`src/rtl/gmii_frame_tx.sv`:
```
// Byte-stream to GMII frame transmitter: preamble/SFD, optional minimum-size padding, CRC-32 FCS, inter-frame gap.
// Padding is built only when GMII_TX_PAD_EN is defined.
module gmii_frame_tx #(
  parameter int unsigned IFG_BYTES      = 12,
  parameter int unsigned PREAMBLE_BYTES = 7
) (
  input  logic        CLK,
  input  logic        RST,
  input  logic [7:0]  S_TDATA,
  input  logic        S_TVALID,
  output logic        S_TREADY,
  input  logic        S_TLAST,
  input  logic        S_TUSER,
  output logic [7:0]  GMII_TXD,
  output logic        GMII_TX_EN,
  output logic        GMII_TX_ER,
  output logic        BUSY,
  output logic        UNDERRUN,
  output logic [15:0] FRAME_CNT
);

  localparam logic [31:0] CRC_POLY = 32'hEDB88320;

  typedef enum logic [2:0] {
    ST_IDLE,
    ST_PREAMBLE,
    ST_SFD,
    ST_DATA,
`ifdef GMII_TX_PAD_EN
    ST_PAD,
`endif
    ST_FCS,
    ST_IFG
  } state_t;

  state_t      state_q, state_d;
  logic [15:0] gen_cnt_q, gen_cnt_d;
  logic [15:0] byte_cnt_q, byte_cnt_d;
  logic [15:0] byte_cnt_inc;
  logic [31:0] crc_q, crc_d;
  logic [31:0] crc_inv;
  logic [7:0]  txd_q, txd_d;
  logic        tx_en_q, tx_en_d;
  logic        tx_er_q, tx_er_d;
  logic        underrun_q, underrun_d;
  logic [15:0] frame_cnt_q, frame_cnt_d;
  logic        accept;

  function automatic logic [31:0] crc_byte(input logic [31:0] c, input logic [7:0] d);
    logic [31:0] r;
    r = c ^ {24'h000000, d};
    for (int unsigned i = 0; i < 8; i++)
      r = r[0] ? ({1'b0, r[31:1]} ^ CRC_POLY) : {1'b0, r[31:1]};
    return r;
  endfunction

  assign accept       = (state_q == ST_DATA) && S_TVALID;
  assign byte_cnt_inc = (byte_cnt_q == '1) ? byte_cnt_q : byte_cnt_q + 16'd1;
  assign crc_inv      = ~crc_q;

  assign S_TREADY   = (state_q == ST_DATA);
  assign BUSY       = (state_q != ST_IDLE);
  assign GMII_TXD   = txd_q;
  assign GMII_TX_EN = tx_en_q;
  assign GMII_TX_ER = tx_er_q;
  assign UNDERRUN   = underrun_q;
  assign FRAME_CNT  = frame_cnt_q;

  always_ff @(posedge CLK) begin
    if (RST) begin
      state_q     <= ST_IDLE;
      gen_cnt_q   <= '0;
      byte_cnt_q  <= '0;
      crc_q       <= '1;
      txd_q       <= '0;
      tx_en_q     <= 1'b0;
      tx_er_q     <= 1'b0;
      underrun_q  <= 1'b0;
      frame_cnt_q <= '0;
    end else begin
      state_q     <= state_d;
      gen_cnt_q   <= gen_cnt_d;
      byte_cnt_q  <= byte_cnt_d;
      crc_q       <= crc_d;
      txd_q       <= txd_d;
      tx_en_q     <= tx_en_d;
      tx_er_q     <= tx_er_d;
      underrun_q  <= underrun_d;
      frame_cnt_q <= frame_cnt_d;
    end
  end

  always_comb begin
    state_d = state_q;
    case (state_q)
      ST_IDLE:     if (S_TVALID) state_d = ST_PREAMBLE;
      ST_PREAMBLE: if (gen_cnt_q == 16'(PREAMBLE_BYTES - 1)) state_d = ST_SFD;
      ST_SFD:      state_d = ST_DATA;
      ST_DATA: begin
        if (!S_TVALID) begin
          state_d = ST_IFG;
        end else if (S_TLAST) begin
`ifdef GMII_TX_PAD_EN
          state_d = (byte_cnt_inc < 16'd60) ? ST_PAD : ST_FCS;
`else
          state_d = ST_FCS;
`endif
        end
      end
`ifdef GMII_TX_PAD_EN
      ST_PAD:      if (byte_cnt_inc == 16'd60) state_d = ST_FCS;
`endif
      ST_FCS:      if (gen_cnt_q == 16'd3) state_d = ST_IFG;
      ST_IFG:      if (gen_cnt_q == 16'(IFG_BYTES - 1)) state_d = ST_IDLE;
      default:     state_d = ST_IDLE;
    endcase
  end

  always_comb begin
    // gen_cnt restarts on every state change so each timed state counts from zero
    gen_cnt_d   = (state_d != state_q) ? '0 : gen_cnt_q + 16'd1;
    byte_cnt_d  = byte_cnt_q;
    crc_d       = crc_q;
    txd_d       = '0;
    tx_en_d     = 1'b0;
    tx_er_d     = 1'b0;
    underrun_d  = 1'b0;
    frame_cnt_d = frame_cnt_q;
    case (state_q)
      ST_PREAMBLE: begin
        txd_d   = 8'h55;
        tx_en_d = 1'b1;
      end
      ST_SFD: begin
        txd_d      = 8'hD5;
        tx_en_d    = 1'b1;
        byte_cnt_d = '0;
        crc_d      = '1;
      end
      ST_DATA: begin
        tx_en_d = 1'b1;
        if (accept) begin
          txd_d      = S_TDATA;
          tx_er_d    = S_TUSER;
          byte_cnt_d = byte_cnt_inc;
          crc_d      = crc_byte(crc_q, S_TDATA);
        end else begin
          tx_er_d    = 1'b1;
          underrun_d = 1'b1;
        end
      end
`ifdef GMII_TX_PAD_EN
      ST_PAD: begin
        tx_en_d    = 1'b1;
        byte_cnt_d = byte_cnt_inc;
        crc_d      = crc_byte(crc_q, 8'h00);
      end
`endif
      ST_FCS: begin
        txd_d   = crc_inv[{gen_cnt_q[1:0], 3'b000} +: 8];
        tx_en_d = 1'b1;
        if (gen_cnt_q == 16'd3) frame_cnt_d = frame_cnt_q + 16'd1;
      end
      default: ;
    endcase
  end

endmodule

```
`config.mk`:
```
export PLATFORM = sky130hd
export DESIGN_NAME = gmii_frame_tx
export DESIGN_NICKNAME = d
export VERILOG_FILES = /design/src/rtl/gmii_frame_tx.sv
export SDC_FILE = /design/constraint.sdc
export NUM_CORES = 1
export LEC_CHECK = 0
export CORE_AREA = 3 3 100 149
export CTS_CLUSTER_DIAMETER = 30
export DETAILED_ROUTE_END_ITERATION = 16
export DIE_AREA = 0 0 103 152
export GPL_ROUTABILITY_DRIVEN = 0
export SYNTH_ARGS = -nofsm -noshare
export SYNTH_HDL_FRONTEND = slang
export SYNTH_SLANG_ARGS = --single-unit
```
`constraint.sdc`:
```
create_clock -name CLK -period 5.9 [get_ports CLK]
set_input_delay 1.18 -clock CLK [delete_from_list [all_inputs] [get_ports CLK]]
set_output_delay 1.18 -clock CLK [all_outputs]
set_load 0.05 [all_outputs]
```
==> results.md <==
- H-tree Lvls: 3
- Total wire length: approximately 9.5 mm
- CTS sink count: 78
- Global-route wire length before repair: around 16 mm
- CP Launch Type: register
- Clock slew at reported path FFs: approximately 60 ps
- Worst VDD drop: between 0.1 and 0.15 mV
- Num CTS Buffers: 9
- DRC: 0
- Final setup fails: 0
- Largest net degree at the start of global routing: 38
- DR iter-0 viols: 164
- Final hold slack: 496.9 ps
- Peak fanout along the critical path: 8
- Layout Nets: around 500
- Crit path from: state_q[1]$_SDFF_PP0_
- Worst Hold Class: reg -> reg
- WP data arrival: approximately 2200 ps
- Slew Viols, Final: 0
- Crit share post-route: 57.87%
- Vias/cell: between 4 and 5
- Register area share after synthesis: between 30% and 40%
- Design Power: approximately 1.2 mW
- Starting density of the core: between 20% and 30%
- Hold-fix buffers, CTS: 0
- # resized after CTS: 0
- Crit. End Element: output pin
- Mapped cell area: 4076 sq um
- Die Y: ~150 microns
- Mapped Nets: 453
- Min-delay src: FRAME_CNT[1]$_SDFFE_PP0P_
- Critical path class: reg -> out
- Layout cells sized above 1: slightly below 9%
- Port Buffers: a little over 40
- Critical path required time: roughly 4700 ps
- Unrepaired setup endpoints after global routing: no
- Floorplan Core Area: 13,660 sq um
- Worst-skew pair later-pin latency: approximately 340 ps
- Final hold vios: 0
- Via count: 3,136
- Highest clock rate: slightly below 300 MHz
- Ys Warns: 0
- Outcome: complete, no violations
- Cell Pwr Density: around 250 nW/um^2
- Antenna cells: 0
- CTS tree: built
- Minimum clock period: ~3400 ps
- Layout Utilization: between 30% and 40%
- Worst slew pin tran: roughly 1200 ps
- DIE WIDTH: 103 microns
- Synthesized area per cell: slightly above 9 sq um
- Max Clock Skew: about 10 ps
- Unique masters post-synth: 44
- Initial antenna violation count: 0
- Cells after Synth: ~440
- P_leak: about 1.6 nW
- Total grt overflow: 0
- IO Pins: 42
- HPWL Detailed: approximately 6.8 mm
- Die area: 15,660 sq um
- Setup TNS: 0 ps
- Clock root buffer: clkbuf_16
- Fillers: roughly 1,400
- Layout Area Growth over Synthesis: 20.60%
- Clock buffer depth: 2
- FP Rows: 52
- Multi-input gate area: roughly 2400 sq um
- Number of global-route vias before repair: 3,185
- Total track usage: 12.65%
- Reg-to-reg startpoint: gen_cnt_q[1]$_SDFF_PP0_
- Register area: between 1500 and 2000 sq um
- Seq cells post-synth: slightly below 80
- Max Cap Viol: 0
- Wirelength per Cell: between 10 and 15 microns
- Postcts setup bufs: 0
- Slew HR: 16.75%
- DRT Pass-1 Iters: 4
- Routed Antenna Nets: 0
[where the power goes]
part | switching (mW) | internal, mW | total (mW)
Sequential | 0.0114 | 0.530 | 0.541
Combinational | 0.0852 | 0.0740 | 0.159
Clock | 0.217 | 0.324 | 0.541
[per-stage QoR]
stage          worst slack [ps]  instance area, sq um  std cells
6_report                   2485                  4916        636
5_1_grt                    2321                  4916        636
4_1_cts                    2484                  4916        636
3_5_place_dp               2186                  4626        620
3_3_place_gp               2259                  4626        620
2_1_floorplan              3099                  4076        436
[path summary, 6_finish.rpt]
| kind | end | slack [ps] | cells past startpoint |
|---|---|---|---|
| worst max-delay path | S_TREADY | 2490 | 5 |
| worst min-delay path | FRAME_CNT[1]$_SDFFE_PP0P_ | 500 | 2 |
| worst max register to register | gen_cnt_q[3]$_SDFF_PP0_ | 2730 | 7 |
| worst min register to register | FRAME_CNT[1]$_SDFFE_PP0P_ | 500 | 2 |
[routing by layer]
| metal | wire (microns) | part of all wire (%) | GRT usage, % |
|---|---|---|---|
| met5 | 0 | 0 | 0 |
| met4 | 293 | 3.1 | 5.802 |
| met3 | 345 | 3.6 | 2.844 |
| met2 | 4962 | 52 | 21.67 |
| met1 | 3911 | 41 | 14.58 |
[worst max-delay path: stages, from the launching register on]
cell	delay, ps
dfxtp_1	440
inv_1	110
nor2_1	260
nand2_1	150
inv_1	130
clkdlybuf4s50_1	820
[Yosys cell counts, drive strengths merged]
| cell | number | area [sq um] |
|---|---|---|
| dfxtp | 78 | 1562 |
| xnor2 | 65 | 674.4 |
| nor2 | 41 | 153.9 |
| nor3 | 32 | 160.2 |
| xor2 | 29 | 280.3 |
| nand2b | 26 | 162.7 |
| o22ai | 25 | 156.4 |
| nand2 | 20 | 75.07 |
| clkbuf | 16 | 60.06 |
| a21oi | 14 | 70.07 |
| inv | 11 | 41.29 |
| nand4 | 11 | 68.82 |
| mux4 | 8 | 180.2 |
| nand3 | 7 | 35.03 |
| a211oi | 6 | 45.04 |
| buf | 5 | 22.52 |
| nor4 | 5 | 31.28 |
| and3 | 4 | 25.02 |
| ha | 4 | 50.05 |
| o21ai | 4 | 20.02 |
| or2 | 3 | 18.77 |
| or3 | 3 | 18.77 |
| and2 | 2 | 12.51 |
| and4b | 2 | 20.02 |
| nor2b | 2 | 12.51 |
| nor4b | 2 | 17.52 |
| a21boi | 1 | 7.510 |
| a221oi | 1 | 8.760 |
| a31o | 1 | 8.760 |
| a31oi | 1 | 6.260 |
| and3b | 1 | 8.760 |
| and4 | 1 | 8.760 |
| nand3b | 1 | 7.510 |
| nor3b | 1 | 7.510 |
| o211ai | 1 | 7.510 |
| o21a | 1 | 7.510 |
| xnor3 | 1 | 23.77 |
[logic make-up (layout without fill, tap and decap cells)]
family	count (synthesis)	after routing	synth area share (%)
buf+inv	32	70	3.039
flops	78	78	38.31
fa+ha+maj	4	4	1.228
simple gates	164	164	20.72
compound gates	55	55	8.288
mux	8	8	4.420
xor+xnor	95	95	24.00
[flip-flops by register name, indices dropped and copies added, names as in the netlist]
name	cells
FRAME_CNT	16
GMII_TX_ER	1
gen_cnt_q	16
GMII_TXD	8
crc_q	32
state_q	3
GMII_TX_EN	1
UNDERRUN	1
[final cells by class]
cell class / count / share of cell area, %
clock buffers: 9 / 4.581
clock inverters: 7 / 1.323
inverters: 11 / 0.8399
multi-input cells: 326 / 48.71
repair buffers: 43 / 8.654
well taps: 162 / 4.123
flip-flops and latches: 78 / 31.76
[layout by cell type (no fill, tap or decap), drive strengths merged, types with 2 or more instances in the layout]
cell type	count
and4b	2
nor4b	2
nand3	7
and3	4
clkbuf	9
xnor2	65
or2	3
clkinvlp	2
nand2b	26
nor2	41
clkdlybuf4s50	41
ha	4
o21ai	4
nor4	5
a21oi	14
o22ai	25
inv	11
nand4	11
nor3	32
nand2	20
a211oi	6
nor2b	2
mux4	8
and2	2
buf	2
dfxtp	78
clkinv	4
xor2	29
or3	3
Power figures use the tool's default switching activity.
